**src/rtl/mem_port_arbiter_if.sv**
```systemverilog
// ---------------------------------------------------------------------------
// mem_port_arbiter_if
//
// Purpose: bundles every signal between the fetch/data requesters, the
// memory-map bus and mem_port_arbiter. Signal names keep the arbiter's
// point of view: i_* are driven into the arbiter and o_* are driven by it.
//
// Modports:
//   slave  - the arbiter itself (takes i_*, drives o_*)
//   master - the surroundings: core ports plus memory map (drive i_*, take o_*)
//
// Signals:
//   i_f_req / i_f_addr / o_f_ack            fetch port handshake
//   i_d_req / i_d_we / i_d_addr / i_d_wdata data port request
//   o_d_ack                                 data port completion pulse
//   o_rdata / o_err                         shared response (valid with ack)
//   o_bus_addr / o_bus_wdata                address/data to memory map
//   o_bus_we / o_bus_re                     bus strobes
//   i_bus_rdata / i_bus_ready               slave response
// ---------------------------------------------------------------------------
interface mem_port_arbiter_if #(
   parameter int DATA_WIDTH = 32,
   parameter int ADDR_WIDTH = 32
);
   logic                  i_f_req;
   logic [ADDR_WIDTH-1:0] i_f_addr;
   logic                  o_f_ack;
   logic                  i_d_req;
   logic                  i_d_we;
   logic [ADDR_WIDTH-1:0] i_d_addr;
   logic [DATA_WIDTH-1:0] i_d_wdata;
   logic                  o_d_ack;
   logic [DATA_WIDTH-1:0] o_rdata;
   logic                  o_err;
   logic [ADDR_WIDTH-1:0] o_bus_addr;
   logic [DATA_WIDTH-1:0] o_bus_wdata;
   logic                  o_bus_we;
   logic                  o_bus_re;
   logic [DATA_WIDTH-1:0] i_bus_rdata;
   logic                  i_bus_ready;

   modport slave (
      input  i_f_req, i_f_addr, i_d_req, i_d_we, i_d_addr, i_d_wdata,
             i_bus_rdata, i_bus_ready,
      output o_f_ack, o_d_ack, o_rdata, o_err,
             o_bus_addr, o_bus_wdata, o_bus_we, o_bus_re
   );

   modport master (
      output i_f_req, i_f_addr, i_d_req, i_d_we, i_d_addr, i_d_wdata,
             i_bus_rdata, i_bus_ready,
      input  o_f_ack, o_d_ack, o_rdata, o_err,
             o_bus_addr, o_bus_wdata, o_bus_we, o_bus_re
   );
endinterface

```
**src/rtl/mem_port_arbiter.sv**
```systemverilog
// ---------------------------------------------------------------------------
// mem_port_arbiter
//
// Purpose: shares the single memory-map bus (RAM + UART) between the
// instruction-fetch port and the MEM-stage data port. One transaction at a
// time: IDLE (arbitrate + latch) -> BUSY_F/BUSY_D (strobe until ready) ->
// RESP (one-cycle ack) -> IDLE. Data wins a simultaneous request unless it
// has already won MAX_DATA_STREAK times in a row while fetch was waiting.
// Every output is a register.
//
// Ports:
//   i_clk  - clock, everything on the rising edge
//   i_rst  - synchronous active-high reset
//   port   - mem_port_arbiter_if.slave: requester handshakes, shared
//            response (o_rdata/o_err) and the memory-map bus
//
// Optional feature: define ARB_TIMEOUT_EN to abort a transaction after
// TIMEOUT_CYCLES consecutive cycles without i_bus_ready; the ack then comes
// with o_err = 1 and o_rdata untouched. Without it o_err is always 0 and
// BUSY waits forever.
// ---------------------------------------------------------------------------
module mem_port_arbiter #(
   parameter int DATA_WIDTH      = 32,
   parameter int ADDR_WIDTH      = 32,
   parameter int MAX_DATA_STREAK = 4,
   parameter int TIMEOUT_CYCLES  = 255
) (
   input  logic               i_clk,
   input  logic               i_rst,
   mem_port_arbiter_if.slave  port
);

   // Refuse to elaborate with a streak limit or timeout below one.
   if (MAX_DATA_STREAK < 1 || TIMEOUT_CYCLES < 1) begin : g_param_check
      $error("mem_port_arbiter: MAX_DATA_STREAK and TIMEOUT_CYCLES must be >= 1");
   end

   localparam int STREAK_W = $clog2(MAX_DATA_STREAK + 1);
   localparam logic [STREAK_W-1:0] STREAK_MAX = STREAK_W'(MAX_DATA_STREAK);

   typedef enum logic [1:0] {
      IDLE   = 2'd0,
      BUSY_F = 2'd1,
      BUSY_D = 2'd2,
      RESP   = 2'd3
   } state_t;

   state_t                state_reg, state_next;
   logic                  grant_f, grant_d;
   logic                  timeout_now;

   logic [ADDR_WIDTH-1:0] addr_reg, addr_next;
   logic [DATA_WIDTH-1:0] wdata_reg, wdata_next;
   logic                  we_reg, we_next;
   logic [DATA_WIDTH-1:0] rdata_reg, rdata_next;
   logic                  bus_we_reg, bus_we_next;
   logic                  bus_re_reg, bus_re_next;
   logic                  f_ack_reg, f_ack_next;
   logic                  d_ack_reg, d_ack_next;
   logic                  err_reg, err_next;
   logic [STREAK_W-1:0]   streak_reg, streak_next;

   // ------------------------------------------------------------------
   // Optional no-response timeout
   // ------------------------------------------------------------------
`ifdef ARB_TIMEOUT_EN
   localparam int TIMER_W = ($clog2(TIMEOUT_CYCLES + 1) > 8) ? $clog2(TIMEOUT_CYCLES + 1) : 8;
   localparam logic [TIMER_W-1:0] TIMER_LAST = TIMER_W'(TIMEOUT_CYCLES - 1);

   logic [TIMER_W-1:0] timer_reg, timer_next;

   // timer_reg counts the not-ready cycles already seen in this BUSY phase,
   // so the current cycle is the TIMEOUT_CYCLES-th one when it equals LAST.
   always_comb begin
      timer_next = timer_reg;
      if (grant_f || grant_d) begin
         timer_next = '0;
      end else if ((state_reg == BUSY_F || state_reg == BUSY_D) && !port.i_bus_ready) begin
         timer_next = timer_reg + 1'b1;
      end
   end

   assign timeout_now = (state_reg == BUSY_F || state_reg == BUSY_D) &&
                        !port.i_bus_ready && (timer_reg == TIMER_LAST);

   always_ff @(posedge i_clk) begin
      if (i_rst) begin
         timer_reg <= '0;
      end else begin
         timer_reg <= timer_next;
      end
   end
`else
   assign timeout_now = 1'b0;
`endif

   // ------------------------------------------------------------------
   // State register
   // ------------------------------------------------------------------
   always_ff @(posedge i_clk) begin
      if (i_rst) begin
         state_reg <= IDLE;
      end else begin
         state_reg <= state_next;
      end
   end

   // ------------------------------------------------------------------
   // Next-state logic and arbitration
   // ------------------------------------------------------------------
   always_comb begin
      state_next = state_reg;
      grant_f    = 1'b0;
      grant_d    = 1'b0;
      case (state_reg)
         IDLE: begin
            // Data has priority until it has starved fetch STREAK_MAX times.
            if (port.i_d_req && (!port.i_f_req || streak_reg != STREAK_MAX)) begin
               grant_d    = 1'b1;
               state_next = BUSY_D;
            end else if (port.i_f_req) begin
               grant_f    = 1'b1;
               state_next = BUSY_F;
            end
         end
         BUSY_F, BUSY_D: begin
            if (port.i_bus_ready || timeout_now) begin
               state_next = RESP;
            end
         end
         RESP: begin
            state_next = IDLE;
         end
         default: begin
            state_next = IDLE;
         end
      endcase
   end

   // ------------------------------------------------------------------
   // Output logic: next values of the registered outputs, derived from
   // the transition being taken so that strobes and acks appear in the
   // same cycle the FSM enters BUSY/RESP.
   // ------------------------------------------------------------------
   always_comb begin
      addr_next   = addr_reg;
      wdata_next  = wdata_reg;
      we_next     = we_reg;
      rdata_next  = rdata_reg;
      bus_we_next = 1'b0;
      bus_re_next = 1'b0;
      f_ack_next  = 1'b0;
      d_ack_next  = 1'b0;
      err_next    = 1'b0;
      streak_next = streak_reg;

      if (grant_d) begin
         addr_next  = port.i_d_addr;
         wdata_next = port.i_d_wdata;
         we_next    = port.i_d_we;
      end else if (grant_f) begin
         addr_next  = port.i_f_addr;
         we_next    = 1'b0;
      end

      // Only IDLE cycles move the streak: fetch grant or absent fetch
      // clears it, a data grant that makes fetch wait bumps it.
      if (state_reg == IDLE) begin
         if (grant_f || !port.i_f_req) begin
            streak_next = '0;
         end else if (grant_d && streak_reg != STREAK_MAX) begin
            streak_next = streak_reg + 1'b1;
         end
      end

      // Capture read data only on a real completion; a timeout leaves it.
      if (port.i_bus_ready &&
          (state_reg == BUSY_F || (state_reg == BUSY_D && !we_reg))) begin
         rdata_next = port.i_bus_rdata;
      end

      case (state_next)
         BUSY_F: begin
            bus_re_next = 1'b1;
         end
         BUSY_D: begin
            bus_we_next = we_next;
            bus_re_next = ~we_next;
         end
         RESP: begin
            f_ack_next = (state_reg == BUSY_F);
            d_ack_next = (state_reg == BUSY_D);
            err_next   = timeout_now;
         end
         default: begin
         end
      endcase
   end

   // ------------------------------------------------------------------
   // Output / datapath registers
   // ------------------------------------------------------------------
   always_ff @(posedge i_clk) begin
      if (i_rst) begin
         addr_reg   <= '0;
         wdata_reg  <= '0;
         we_reg     <= 1'b0;
         rdata_reg  <= '0;
         bus_we_reg <= 1'b0;
         bus_re_reg <= 1'b0;
         f_ack_reg  <= 1'b0;
         d_ack_reg  <= 1'b0;
         err_reg    <= 1'b0;
         streak_reg <= '0;
      end else begin
         addr_reg   <= addr_next;
         wdata_reg  <= wdata_next;
         we_reg     <= we_next;
         rdata_reg  <= rdata_next;
         bus_we_reg <= bus_we_next;
         bus_re_reg <= bus_re_next;
         f_ack_reg  <= f_ack_next;
         d_ack_reg  <= d_ack_next;
         err_reg    <= err_next;
         streak_reg <= streak_next;
      end
   end

   assign port.o_f_ack     = f_ack_reg;
   assign port.o_d_ack     = d_ack_reg;
   assign port.o_rdata     = rdata_reg;
   assign port.o_err       = err_reg;
   assign port.o_bus_addr  = addr_reg;
   assign port.o_bus_wdata = wdata_reg;
   assign port.o_bus_we    = bus_we_reg;
   assign port.o_bus_re    = bus_re_reg;

endmodule

```
**src/flat_wrapper.sv**
```systemverilog
// flat-port wrapper written by rule: the top's interface ports become plain ports
module mem_port_arbiter_flat 
#(
   parameter int DATA_WIDTH      = 32,
   parameter int ADDR_WIDTH      = 32,
   parameter int MAX_DATA_STREAK = 4,
   parameter int TIMEOUT_CYCLES  = 255
)
  (i_clk, i_rst, port_i_f_req, port_i_f_addr, port_i_d_req, port_i_d_we, port_i_d_addr, port_i_d_wdata, port_i_bus_rdata, port_i_bus_ready, port_o_f_ack, port_o_d_ack, port_o_rdata, port_o_err, port_o_bus_addr, port_o_bus_wdata, port_o_bus_we, port_o_bus_re);
  mem_port_arbiter_if #(.DATA_WIDTH(DATA_WIDTH), .ADDR_WIDTH(ADDR_WIDTH)) port_i ();
  input  logic i_clk;
  input  logic i_rst;
  input wire logic [$bits(port_i.i_f_req)-1:0] port_i_f_req;
  input wire logic [$bits(port_i.i_f_addr)-1:0] port_i_f_addr;
  input wire logic [$bits(port_i.i_d_req)-1:0] port_i_d_req;
  input wire logic [$bits(port_i.i_d_we)-1:0] port_i_d_we;
  input wire logic [$bits(port_i.i_d_addr)-1:0] port_i_d_addr;
  input wire logic [$bits(port_i.i_d_wdata)-1:0] port_i_d_wdata;
  input wire logic [$bits(port_i.i_bus_rdata)-1:0] port_i_bus_rdata;
  input wire logic [$bits(port_i.i_bus_ready)-1:0] port_i_bus_ready;
  output wire logic [$bits(port_i.o_f_ack)-1:0] port_o_f_ack;
  output wire logic [$bits(port_i.o_d_ack)-1:0] port_o_d_ack;
  output wire logic [$bits(port_i.o_rdata)-1:0] port_o_rdata;
  output wire logic [$bits(port_i.o_err)-1:0] port_o_err;
  output wire logic [$bits(port_i.o_bus_addr)-1:0] port_o_bus_addr;
  output wire logic [$bits(port_i.o_bus_wdata)-1:0] port_o_bus_wdata;
  output wire logic [$bits(port_i.o_bus_we)-1:0] port_o_bus_we;
  output wire logic [$bits(port_i.o_bus_re)-1:0] port_o_bus_re;
  assign port_i.i_f_req = port_i_f_req;
  assign port_i.i_f_addr = port_i_f_addr;
  assign port_i.i_d_req = port_i_d_req;
  assign port_i.i_d_we = port_i_d_we;
  assign port_i.i_d_addr = port_i_d_addr;
  assign port_i.i_d_wdata = port_i_d_wdata;
  assign port_i.i_bus_rdata = port_i_bus_rdata;
  assign port_i.i_bus_ready = port_i_bus_ready;
  assign port_o_f_ack = port_i.o_f_ack;
  assign port_o_d_ack = port_i.o_d_ack;
  assign port_o_rdata = port_i.o_rdata;
  assign port_o_err = port_i.o_err;
  assign port_o_bus_addr = port_i.o_bus_addr;
  assign port_o_bus_wdata = port_i.o_bus_wdata;
  assign port_o_bus_we = port_i.o_bus_we;
  assign port_o_bus_re = port_i.o_bus_re;
  mem_port_arbiter #(.DATA_WIDTH(DATA_WIDTH), .ADDR_WIDTH(ADDR_WIDTH), .MAX_DATA_STREAK(MAX_DATA_STREAK), .TIMEOUT_CYCLES(TIMEOUT_CYCLES)) u_core (.i_clk(i_clk), .i_rst(i_rst), .port(port_i));
endmodule
```
**config.mk**
```make
export PLATFORM = sky130hd
export DESIGN_NAME = mem_port_arbiter_flat
export DESIGN_NICKNAME = d
export VERILOG_FILES = /design/src/rtl/mem_port_arbiter_if.sv /design/src/rtl/mem_port_arbiter.sv /design/src/flat_wrapper.sv
export SDC_FILE = /design/constraint.sdc
export NUM_CORES = 1
export LEC_CHECK = 0
export BUFFER_PORTS_ARGS = -buffer_cell sky130_fd_sc_hd__buf_4
export CAP_MARGIN = 20
export CORE_MARGIN = 5
export CORE_UTILIZATION = 25
export CTS_CLUSTER_DIAMETER = 80
export DETAILED_ROUTE_END_ITERATION = 16
export PLACE_DENSITY_LB_ADDON = 0.05
export REMOVE_ABC_BUFFERS = 1
export SYNTH_ARGS = -nofsm -noshare
export SYNTH_HDL_FRONTEND = slang
export SYNTH_SLANG_ARGS = --single-unit
```
**constraint.sdc**
```tcl
create_clock -name i_clk -period 1.7 [get_ports i_clk]
set_clock_uncertainty 0.2 [all_clocks]
set_input_delay 0.34 -clock i_clk [delete_from_list [all_inputs] [get_ports i_clk]]
set_output_delay 0.34 -clock i_clk [all_outputs]
set_load 0.01 [all_outputs]
```
==> results of run 1 <==
## layout make-up
type	count	area share, %
clock inverters	4	0.459
repair buffers	277	32.3
inverters	6	0.374
well taps	220	3.74
clock buffers	12	3.49
flip-flops and latches	106	28.9
multi-input cells	372	30.7
## cell families (layout without fill, tap and decap cells)
kind of cell,Yosys count,count (layout)
compound gates,82,82
fa+ha+maj,9,9
buf+inv,42,299
other cells,1,1
simple gates,280,280
flops,106,106
## how the worst max path moves through the flow
stage | start | end | slack, ns | cells past startpoint
3_3_place_gp | u_core.state_reg[1]$_SDFF_PP0_ | u_core.port.o_bus_re$_SDFF_PP0_ | -0.11 | 9
2_1_floorplan | u_core.state_reg[0]$_SDFF_PP0_ | u_core.port.o_rdata[0]$_SDFFE_PP0P_ | -0.64 | 6
3_5_place_dp | u_core.state_reg[1]$_SDFF_PP0_ | u_core.port.o_bus_re$_SDFF_PP0_ | -0.14 | 9
5_1_grt | u_core.streak_reg[0]$_SDFFE_PP0P_ | u_core.port.o_bus_re$_SDFF_PP0_ | -0.08 | 9
4_1_cts | u_core.state_reg[0]$_SDFF_PP0_ | u_core.port.o_rdata[15]$_SDFFE_PP0P_ | -0.03 | 10
6_report | u_core.state_reg[0]$_SDFF_PP0_ | u_core.port.o_bus_re$_SDFF_PP0_ | -0.02 | 9
## metrics by stage
| step | hold slack, ns | setup TNS (ns) |
|---|---|---|
| 6_report | 0.0350 | -0.0225 |
| 5_1_grt | 0.0185 | -0.750 |
| 4_1_cts | 0.0176 | -0.424 |
| 3_5_place_dp | 0.247 | -1.33 |
| 3_3_place_gp | 0.243 | -0.282 |
| 2_1_floorplan | 0.209 | -39.97 |
## what timing repair did
item,in CTS,in global routing
setup endpoints to repair,65,83
pin swaps,24,34
resized for setup,48,58
hold buffers,0,0
gates cloned,2,10
buffers inserted,6,5
## routing by layer
metal | global-route usage, % | routed length [µm] | up-vias
li1 | - | - | 2207
met1 | 17.4 | 6810 | 2062
met2 | 23.8 | 7540 | 160
met3 | 5.11 | 1260 | 10
met4 | 4.59 | 180 | 0
met5 | 0 | 0 | -
## synthesized netlist by cell type
master      n  area (µm²)
nand2_1   129         484
dfxtp_1   106        2120
nor2_1    103         387
a21oi_1    69         345
nor4_2     28         350
clkbuf_1   18        67.6
buf_2      10        50.1
ha_1        9         113
inv_1       6        22.5
o21ai_0     5        25.0
buf_1       4        15.0
buf_4       4        30.0
nor4_1      4        25.0
nand2b_1    3        18.8
nand3_2     3        30.0
and3_1      2        12.5
and3b_1     2        17.5
nand3_1     2        10.0
nor2b_1     2        12.5
o21a_1      2        15.0
a21bo_2     1        10.0
a21boi_1    1        7.51
a22oi_1     1        7.51
a31oi_1     1        6.26
and2_1      1        6.26
conb_1      1        3.75
nor3_1      1        5.00
o21ai_1     1        5.00
o21bai_1    1        7.51
## worst max-delay path, cell delays in order, from the launching register on
cell and delay (ns):
dfxtp_2 0.36, inv_4 0.06, ha_4 0.27, o21ai_2 0.05
nor2_2 0.16, nor2_4 0.06, buf_6 0.12, ha_4 0.15
a21oi_4 0.11, nor3_2 0.05
## power breakdown
group | total [mW] | switching, mW | internal, mW
Sequential | 2.83 | 0.122 | 2.70
Combinational | 1.93 | 0.913 | 1.02
Clock | 2.07 | 0.979 | 1.09
==> results by group, run 1 <==
Status
  – Run status: finished, violations left
  – Failing checks: setup timing

Placement
  – Port buffer count: 233
  – RD Place Congestion: 0.768
  – Cells after DPL: 961
  – DP Area: 6380 µm²
  – Detailed Place HPWL: 10.1 mm
  – Worst slack, placed: -0.143 ns

Floorplan
  – Starting Density: 25.4%
  – DIE WIDTH: 140 µm
  – Die span in y: 140 µm
  – CORE AREA: 16600 µm²
  – # rows: 47
  – Boundary pin count: 235
  – DIE AREA: 19500 µm²

Timing
  – F_max: 581 MHz
  – Fin crit period: 1.72 ns
  – Worst Slack Setup Final: -0.0225 ns
  – Hold Fails Final Rpt: 0
  – Final period utilization: 101%
  – RSZ-0062 raised after global routing: yes
  – Setup violations, final: 1
  – Final slew viol count: 0

Routing
  – Via Count: 4439
  – Drt drc: 0
  – Detail Route Antenna Nets: 0
  – Total Wirelength: 15.8 mm
  – First-pass DRT Iterations: 4
  – Number of vias per cell: 4.45
  – Initial DRC count: 125
  – Wire per inst: 15.8 µm

Power
  – Worst vdd ir: 0.000482 V
  – PD cells: 929 nW/µm²
  – LEAKAGE: 3.21 nW
  – Design Power: 6.83 mW

Worst hold path
  – Min-delay src: port_i_bus_rdata[12]
  – Hold endpoint: u_core.port.o_rdata[12]$_SDFFE_PP0P_
  – Hold Path Depth: 3
  – Min-Delay Path Class: in -> reg

Layout
  – Antenna Cells: 0
  – P&R area growth vs syn: 74.6%
  – Most frequent cells in the layout: buf_4 (250), nand2_1 (118), dfxtp_1 (102)
  – Filler cells: 1724
  – Commonest non-fill, non-tap cell in the layout: buf_4
  – Final #Nets: 915
  – Fin util: 44.3%
  – Register area: 2130 µm²
  – Final instance count without filler cells: 997
  – Layout cells sized above 1: 50.1%
  – Design area: 7350 µm²
  – Area of the multi-input gates: 2250 µm²

CTS
  – TritonCTS buffer count: 9
  – Clk slew on worst S/H paths: 0.08 ns
  – CTS tree: yes
  – CTS sink cnt: 106
  – CTS H-tree depth: 3
  – Max Buffers Root-to-Sink: 2
  – Clock Tree Root: clkbuf_16
  – Clk Latency, worst-skew pair: 0.34 ns

Worst setup path
  – Critical R2R Launch: u_core.state_reg[0]$_SDFF_PP0_
  – CP Class: reg -> reg
  – Reg2Reg Setup Slack: -0.02 ns
  – Reg2reg path depth: 9
  – Crit-path max FO: 3
  – Reg-to-Reg End: u_core.port.o_bus_re$_SDFF_PP0_
  – CP required: 1.71 ns
  – Critical path launch point type: flop
  – Crit end category: flop
  – Worst Path Arrival: 1.74 ns

Synthesis
  – Syn avg cell area: 8.10 µm²
  – Post-synthesis sequential area ratio: 50.4%
  – Post-synthesis xor/xnor area fraction: 0%
  – Synth cell types: 29
  – Compound-Gate Fraction of Synth Area: 10.2%
  – Adder and majority gate portion of the synthesized area: 2.67%
  – Post-synthesis mux area share: 0%
  – Yosys warns: 0
  – #FFs+latches synth: 106
  – Largest family of logic cells by synthesized area: simple AND/OR/NAND/NOR gates
  – Cell area after synthesis: 4210 µm²
  – Simple-gate share of the synthesized area: 32.3%
  – Post-Synthesis Cells: 520

Global route
  – Grt ovf: 0
  – Largest net degree at the start of global routing: 39
  – Global-route wire length before repair: 22.8 mm
  – Total track usage: 14.3%
  – Number of global-route vias before repair: 4399
  – Initial antenna violation count: 0

Flow run
  – Max cap viols: 0
No activity file was read; power rests on OpenSTA's default activity.
==> inputs of run 2 (changes only) <==
CTS_BUF_LIST = sky130_fd_sc_hd__clkbuf_8   (was unset)
==> run 2 against run 1 <==
Compared with the run above:
- the run now ends clean
- global-route usage is 0.19 points higher
- total power fell by 4.3%
- utilization grew 5.0 points
- maximum frequency rose by 1.5%
- hold slack worse by 0.014 ns
- critical path depth did not move
- routed wire length is 3.7% higher
- die area stayed put
- combinational power increased by 12%
- first-iteration DRC count increased by 20%
- critical endpoint is now u_core.port.o_rdata[31]$_SDFFE_PP0P_
- highest routed layer unchanged
==> results by group, run 2 (same netlist as run 1, synthesis figures left out) <==
Layout
  – Commonest non-fill, non-tap cell in the layout: buf_4 (unchanged)
  – Antenna Cells: 0 (unchanged)
  – Fin util: 49.3% (was 44.3%)
  – Most frequent cells in the layout: buf_4 (255), nand2_1 (107), dfxtp_1 (101) (was buf_4 (250), nand2_1 (118), dfxtp_1 (102))
  – Final #Nets: 994 (was 915)
  – Final instance count without filler cells: 1076 (was 997)
  – Register area: 2130 µm² (about the same)
  – Layout cells sized above 1: 49.1% (was 50.1%)
  – Filler cells: 1645 (was 1724)
  – Area of the multi-input gates: 2310 µm² (was 2250 µm²)
  – P&R area growth vs syn: 94.1% (was 74.6%)

Worst setup path
  – Critical R2R Launch: u_core.state_reg[0]$_SDFF_PP0_ (unchanged)
  – Crit end category: flop (unchanged)
  – Crit-path leading delay family: buffers and inverters (was adder cells)
  – CP bufs+invs: 4 (was 2)
  – Reg-to-Reg End: u_core.port.o_rdata[31]$_SDFFE_PP0P_ (was u_core.port.o_bus_re$_SDFF_PP0_)
  – Reg2reg path depth: 9 (unchanged)
  – Worst Path Arrival: 1.82 ns (was 1.74 ns)
  – CP cell instances: inv_4 -> buf_6 -> ha_4 -> nor2b_4 -> o21ai_4 -> buf_6 -> buf_16 -> nand2_2 -> a21oi_2 (was inv_4 -> ha_4 -> o21ai_2 -> nor2_2 -> nor2_4 -> buf_6 -> ha_4 -> a21oi_4 -> nor3_2)
  – Most frequent CP cell: buf_6 (was ha_4)
  – CP required: 1.82 ns (was 1.71 ns)
  – Crit-path max FO: 8 (was 3)
  – Critical path launch point type: flop (unchanged)
  – CP peak stage delay: 0.36 ns (about the same)
  – Reg2Reg Setup Slack: 0.002 ns (was -0.02 ns)
  – Slowest cell on the critical path: dfxtp_2 (unchanged)
  – CP Class: reg -> reg (unchanged)

Timing
  – Final period utilization: 99.9% (was 101%)
  – Final slew viol count: 0 (unchanged)
  – F_max: 589 MHz (was 581 MHz)
  – Worst hold slack: 0.0208 ns (was 0.0350 ns)
  – Setup violations, final: 0 (was 1)
  – RSZ-0062 raised after global routing: yes (unchanged)
  – Hold Fails Final Rpt: 0 (unchanged)
  – Worst Slack Setup Final: 0.00218 ns (was -0.0225 ns)
  – Fin crit period: 1.70 ns (was 1.72 ns)

Placement
  – Worst slack, placed: -0.143 ns (unchanged)
  – Cells after DPL: 961 (unchanged)
  – Port buffer count: 233 (unchanged)
  – Detailed Place HPWL: 10.1 mm (unchanged)
  – RD Place Congestion: 0.768 (unchanged)

Global route
  – Total track usage: 14.5% (was 14.3%)
  – Number of global-route vias before repair: 4588 (was 4399)
  – Initial antenna violation count: 0 (unchanged)
  – Largest net degree at the start of global routing: 39 (unchanged)
  – Global-route wire length before repair: 23.2 mm (was 22.8 mm)
  – Grt ovf: 0 (unchanged)

Floorplan
  – Starting Density: 25.4% (unchanged)
  – Boundary pin count: 235 (unchanged)
  – # rows: 47 (unchanged)
  – DIE WIDTH: 140 µm (unchanged)
  – CORE AREA: 16600 µm² (unchanged)
  – Die span in y: 140 µm (unchanged)
  – DIE AREA: 19500 µm² (unchanged)

Worst hold path
  – Min-Delay Path Class: in -> reg (unchanged)
  – Min-delay src: port_i_f_addr[12] (was port_i_bus_rdata[12])
  – Hold Path Depth: 3 (unchanged)
  – Hold endpoint: u_core.port.o_bus_addr[12]$_SDFFE_PP0P_ (was u_core.port.o_rdata[12]$_SDFFE_PP0P_)

Power
  – Design Power: 6.53 mW (was 6.83 mW)
  – LEAKAGE: 3.57 nW (was 3.21 nW)
  – PD cells: 799 nW/µm² (was 929 nW/µm²)
  – Worst vdd ir: 0.000361 V (was 0.000482 V)

CTS
  – CTS tree: yes (unchanged)
  – Clock Tree Root: clkbuf_8 (was clkbuf_16)
  – CTS H-tree depth: 3 (unchanged)
  – CTS sink cnt: 106 (unchanged)
  – Clk Latency, worst-skew pair: 0.38 ns (was 0.34 ns)
  – Clk slew on worst S/H paths: 0.11 ns (was 0.08 ns)
  – TritonCTS buffer count: 9 (unchanged)
  – Max Buffers Root-to-Sink: 2 (unchanged)

Routing
  – Detail Route Antenna Nets: 0 (unchanged)
  – Initial DRC count: 150 (was 125)
  – Drt drc: 0 (unchanged)
  – Wire per inst: 15.2 µm (was 15.8 µm)
  – Total Wirelength: 16.4 mm (was 15.8 mm)
  – First-pass DRT Iterations: 4 (unchanged)
  – Number of vias per cell: 4.39 (was 4.45)
  – Via Count: 4720 (was 4439)

Flow run
  – Max cap viols: 0 (unchanged)

Status
  – Run status: complete, no violations (was finished, violations left)
==> run 2: cell types whose count changed in the layout (fill, tap and decap cells not counted), moves of 2 or more <==
cell / before / now
nand2_2: 6 / 14
dlygate4sd3_1: 0 / 68
nand2_4: 5 / 8
buf_16: 0 / 2
clkbuf_8: 2 / 11
a21oi_1: 54 / 45
clkbuf_16: 16 / 9
nor2_2: 9 / 7
nor2_1: 92 / 94
buf_12: 11 / 13
buf_4: 250 / 255
a21oi_2: 13 / 22
nand2_1: 118 / 107
==> run 2: report_power, final <==
| part | internal (mW) | leakage [nW] | switching, mW |
|---|---|---|---|
| combinational | 1.19 | 2.60 | 0.969 |
| clock | 0.623 | 0.0977 | 0.923 |
| sequential | 2.70 | 0.873 | 0.128 |
==> run 2: metrics by stage <==
stage	instance area [µm²]	setup TNS, ns
final	8180	0
after global routing	8180	-1.89
after floorplan	4050	-39.97
after detailed placement	6380	-1.33
after CTS	7420	-0.0564
after global placement	6380	-0.282
==> run 2: layer usage <==
layer / up-vias / wire (µm) / GRT usage, %
li1: 2362 / - / -
met1: 2193 / 7190 / 17.8
met2: 153 / 7860 / 24.0
met3: 12 / 1130 / 4.73
met4: 0 / 185 / 5.00
met5: - / 0 / 0
==> run 2: repair_timing <==
action | CTS | global route
setup endpoints to repair | 68 | 93
hold buffers | 67 | 1
cloned | 2 | 13
endpoints found under the hold margin | 67 | 1
gates resized for setup | 34 | 89
pin swaps | 7 | 46
setup buffers | 2 | 15
==> run 2: area by class of cell <==
type	count	area share (%)
Multi-Input combinational cell	372	28.3
Clock buffer	11	1.85
Timing Repair Buffer	356	39.7
Clock inverter	5	0.459
Sequential cell	106	26.0
Inverter	6	0.337
Tap cell	220	3.37
==> run 2: worst register-to-register path, stage by stage (launching register included) <==
cell	delay [ns]
dfxtp_2	0.36
inv_4	0.05
buf_6	0.11
ha_4	0.14
nor2b_4	0.13
o21ai_4	0.18
buf_6	0.16
buf_16	0.15
nand2_2	0.06
a21oi_2	0.10
==> run 2: worst max-delay path by stage <==
stage,from,depth (start not counted),to
6_report,u_core.state_reg[0]$_SDFF_PP0_,9,u_core.port.o_rdata[31]$_SDFFE_PP0P_
4_1_cts,u_core.state_reg[0]$_SDFF_PP0_,8,u_core.port.o_bus_re$_SDFF_PP0_
3_3_place_gp,u_core.state_reg[1]$_SDFF_PP0_,9,u_core.port.o_bus_re$_SDFF_PP0_
5_1_grt,u_core.state_reg[0]$_SDFF_PP0_,9,u_core.port.o_rdata[24]$_SDFFE_PP0P_
3_5_place_dp,u_core.state_reg[1]$_SDFF_PP0_,9,u_core.port.o_bus_re$_SDFF_PP0_
2_1_floorplan,u_core.state_reg[0]$_SDFF_PP0_,6,u_core.port.o_rdata[0]$_SDFFE_PP0P_
==> inputs of run 3 (changes only) <==
ABC_AREA = 1   (was unset)
==> run 3 against run 2 <==
Compared with the run above:
- the run now ends with setup timing left
- area after synthesis is 8.1% higher
- critical endpoint is now u_core.port.o_bus_re$_SDFF_PP0_
- largest power group unchanged
- register-to-register slack lost 0.06 ns
- sequential power is essentially flat
- flip-flop and latch count unchanged
- sequential share of layout area rose by 0.20 points
- highest routed layer unchanged
- critical path depth grew 1
==> results by group, run 3 <==
Status
  – Run status: finished, violations left (was complete, no violations)
  – Failing checks: setup timing

Worst setup path
  – CP peak stage delay: 0.37 ns (was 0.36 ns)
  – Slowest cell on the critical path: dfxtp_2 (unchanged)
  – Crit end category: flop (unchanged)
  – Critical path launch point type: flop (unchanged)
  – Reg2reg path depth: 10 (was 9)
  – CP cell instances: inv_4 -> ha_4 -> nand2_2 -> inv_2 -> o21ai_2 -> nand2_2 -> inv_2 -> ha_4 -> or2_4 -> a21oi_2 (was inv_4 -> buf_6 -> ha_4 -> nor2b_4 -> o21ai_4 -> buf_6 -> buf_16 -> nand2_2 -> a21oi_2)
  – CP Class: reg -> reg (unchanged)
  – Worst Path Arrival: 1.87 ns (was 1.82 ns)
  – Crit-path leading delay family: adder cells (was buffers and inverters)
  – Reg-to-Reg End: u_core.port.o_bus_re$_SDFF_PP0_ (was u_core.port.o_rdata[31]$_SDFFE_PP0P_)
  – Reg2Reg Setup Slack: -0.05 ns (was 0.002 ns)
  – CP bufs+invs: 3 (was 4)
  – Crit-path max FO: 3 (was 8)
  – CP required: 1.82 ns (about the same)
  – Critical R2R Launch: u_core.state_reg[1]$_SDFF_PP0_ (was u_core.state_reg[0]$_SDFF_PP0_)

Routing
  – Initial DRC count: 181 (was 150)
  – Via Count: 5154 (was 4720)
  – Wire per inst: 16.0 µm (was 15.2 µm)
  – First-pass DRT Iterations: 4 (unchanged)
  – Detail Route Antenna Nets: 0 (unchanged)
  – Total Wirelength: 18.3 mm (was 16.4 mm)
  – Number of vias per cell: 4.50 (was 4.39)
  – Drt drc: 0 (unchanged)

Global route
  – Grt ovf: 0 (unchanged)
  – Initial antenna violation count: 0 (unchanged)
  – Largest net degree at the start of global routing: 54 (was 39)
  – Total track usage: 15.0% (was 14.5%)
  – Number of global-route vias before repair: 4930 (was 4588)
  – Global-route wire length before repair: 26.2 mm (was 23.2 mm)

Placement
  – DP Area: 6720 µm² (was 6380 µm²)
  – RD Place Congestion: 0.789 (was 0.768)
  – Cells after DPL: 1082 (was 961)
  – Port buffer count: 233 (unchanged)
  – Detailed Place HPWL: 11.7 mm (was 10.1 mm)

Worst hold path
  – Min-delay src: port_i_bus_rdata[27] (was port_i_f_addr[12])
  – Min-Delay Path Class: in -> reg (unchanged)
  – Hold Path Depth: 3 (unchanged)
  – Hold endpoint: u_core.port.o_rdata[27]$_SDFFE_PP0P_ (was u_core.port.o_bus_addr[12]$_SDFFE_PP0P_)

Synthesis
  – Asr flop ratio synth: 0% (unchanged)
  – EDFF count, synth: 0 (unchanged)
  – Synth Flop Type: dfxtp_1 (unchanged)
  – Syn avg cell area: 7.22 µm² (was 8.10 µm²)
  – #FFs+latches synth: 106 (unchanged)
  – Top cells by area, synth: dfxtp_1 (47%), nand2_1 (14%), a21oi_1 (10%) (was dfxtp_1 (50%), nand2_1 (11%), nor2_1 (9.2%))
  – Count leader, synth: nand2_1 (unchanged)
  – Synth cell types: 25 (was 29)
  – Most area-hungry cell type in the Yosys netlist: dfxtp_1 (unchanged)
  – Cell area after synthesis: 4550 µm² (was 4210 µm²)
  – Post-Synthesis Cells: 631 (was 520)
  – Yosys warns: 0 (unchanged)
  – Post-synthesis sequential area ratio: 46.6% (was 50.4%)
  – Synth top cells by count: nand2_1 (172), dfxtp_1 (106), a21oi_1 (95) (was nand2_1 (129), dfxtp_1 (106), nor2_1 (103))
  – Post-synth top area share: 46.6% (was 50.4%)

Layout
  – Final #Nets: 1054 (was 994)
  – P&R area growth vs syn: 78.1% (was 94.1%)
  – Commonest non-fill, non-tap cell in the layout: buf_4 (unchanged)
  – Design area: 8110 µm² (was 8180 µm²)
  – Fin util: 45.1% (was 49.3%)
  – Most frequent cells in the layout: buf_4 (258), nand2_1 (149), dfxtp_1 (102) (was buf_4 (255), nand2_1 (107), dfxtp_1 (101))
  – Layout cells sized above 1: 45.7% (was 49.1%)
  – Antenna Cells: 0 (unchanged)
  – Final instance count without filler cells: 1145 (was 1076)

Power
  – Design Power: 6.71 mW (was 6.53 mW)
  – LEAKAGE: 3.85 nW (was 3.57 nW)
  – PD cells: 828 nW/µm² (was 799 nW/µm²)
  – Worst vdd ir: 0.000463 V (was 0.000361 V)

CTS
  – Clk Latency, worst-skew pair: 0.37 ns (was 0.38 ns)
  – CTS tree: yes (unchanged)
  – Clock Tree Root: clkbuf_8 (unchanged)
  – Clk slew on worst S/H paths: 0.11 ns (about the same)
  – Max Buffers Root-to-Sink: 2 (unchanged)
  – CTS sink cnt: 106 (unchanged)
  – CTS H-tree depth: 3 (unchanged)
  – TritonCTS buffer count: 9 (unchanged)

Floorplan
  – DIE WIDTH: 145 µm (was 140 µm)
  – Boundary pin count: 235 (unchanged)
  – DIE AREA: 21000 µm² (was 19500 µm²)
  – Starting Density: 25.3% (was 25.4%)
  – # rows: 49 (was 47)
  – CORE AREA: 18000 µm² (was 16600 µm²)
  – Die span in y: 145 µm (was 140 µm)

Timing
  – Final period utilization: 103% (was 99.9%)
  – RSZ-0062 raised after global routing: yes (unchanged)
  – Fin crit period: 1.75 ns (was 1.70 ns)
  – Hold Fails Final Rpt: 0 (unchanged)
  – F_max: 570 MHz (was 589 MHz)
  – Final slew viol count: 0 (unchanged)
  – Worst Slack Setup Final: -0.0532 ns (was 0.00218 ns)
  – Setup violations, final: 13 (was 0)

Flow run
  – Max cap viols: 0 (unchanged)
## run 3: changes by cell type after synthesis, moves of 5 or more
cell and delta:
a21oi_1 +26, inv_1 +71, buf_2 +11, nand2_1 +43
a21oi_2 +5, nor4_2 -28, nand3_1 +64, nor2_1 -96
clkbuf_1 -7, o21ai_0 +30
## run 3: per-stage QoR
stage	hold slack, ns	TNS (ns)	setup WS [ns]
finish	0.0305	-0.187	-0.0532
global route	0.00231	-4.73	-0.134
CTS	0.000479	-0.339	-0.0710
detailed placement	0.255	-1.53	-0.246
global placement	0.249	-0.219	-0.193
floorplan	0.209	-87.17	-0.991
## run 3: kinds of logic (layout without fill, tap and decap cells)
group	count (synthesis)	count (layout)	synth area share, %
compound gates	139	139	15.8
xor+xnor	1	1	0.192
fa+ha+maj	9	9	2.47
buf+inv	123	407	11.6
flops	106	106	46.6
other cells	1	1	0.0824
simple gates	252	253	23.2
## run 3: worst max path at each step
| stage | start | to | slack, ns | depth (start not counted) |
|---|---|---|---|---|
| 6_report | u_core.state_reg[1]$_SDFF_PP0_ | u_core.port.o_bus_re$_SDFF_PP0_ | -0.05 | 10 |
| 5_1_grt | u_core.streak_reg[1]$_SDFFE_PP0P_ | u_core.port.o_bus_re$_SDFF_PP0_ | -0.13 | 10 |
| 4_1_cts | u_core.streak_reg[1]$_SDFFE_PP0P_ | u_core.port.o_bus_re$_SDFF_PP0_ | -0.07 | 10 |
| 3_5_place_dp | u_core.state_reg[1]$_SDFF_PP0_ | u_core.port.o_bus_re$_SDFF_PP0_ | -0.25 | 10 |
| 3_3_place_gp | u_core.state_reg[1]$_SDFF_PP0_ | u_core.port.o_bus_re$_SDFF_PP0_ | -0.19 | 10 |
| 2_1_floorplan | u_core.state_reg[0]$_SDFF_PP0_ | u_core.port.o_bus_addr[11]$_SDFFE_PP0P_ | -0.99 | 6 |
## run 3: area by class of cell
class | instances | area (µm²)
fillers | 1795 | 9850
repair buffers | 312 | 2820
multi-input cells | 403 | 2370
flip-flops and latches | 106 | 2130
inverters | 79 | 314
well taps | 229 | 287
clock buffers | 10 | 138
clock inverters | 6 | 58.8
## run 3: tightest hold or removal path: stages
cell and delay [ns]:
buf_4 0.11, nand3_1 0.07, a21oi_1 0.06
## run 3: timing repair
| item | 4_1_cts | 5_1_grt |
|---|---|---|
| gates resized for setup | 39 | 102 |
| pin swaps | 9 | 31 |
| buffers inserted | 6 | 4 |
| endpoints found under the hold margin | 9 | 12 |
| hold buffers | 9 | 12 |
| cloned | 3 | 15 |
| endpoints found under the setup margin | 64 | 101 |
## run 3: layer usage
layer  track usage [%]  wire length, µm  vias to the layer above
met4              4.05              241                        0
met5                 0                0                        -
met3              5.86             1330                       16
met2              24.1             8890                      173
met1              18.9             7840                     2396
li1                  -                -                     2569
## run 3: report_power, final
group          internal (mW)  total, mW  switching [mW]  leakage, nW
logic                   1.16       2.27            1.11         2.88
registers               2.71       2.84           0.124        0.872
clock network          0.713       1.61           0.894        0.105
total                   4.59       6.71            2.12         3.85
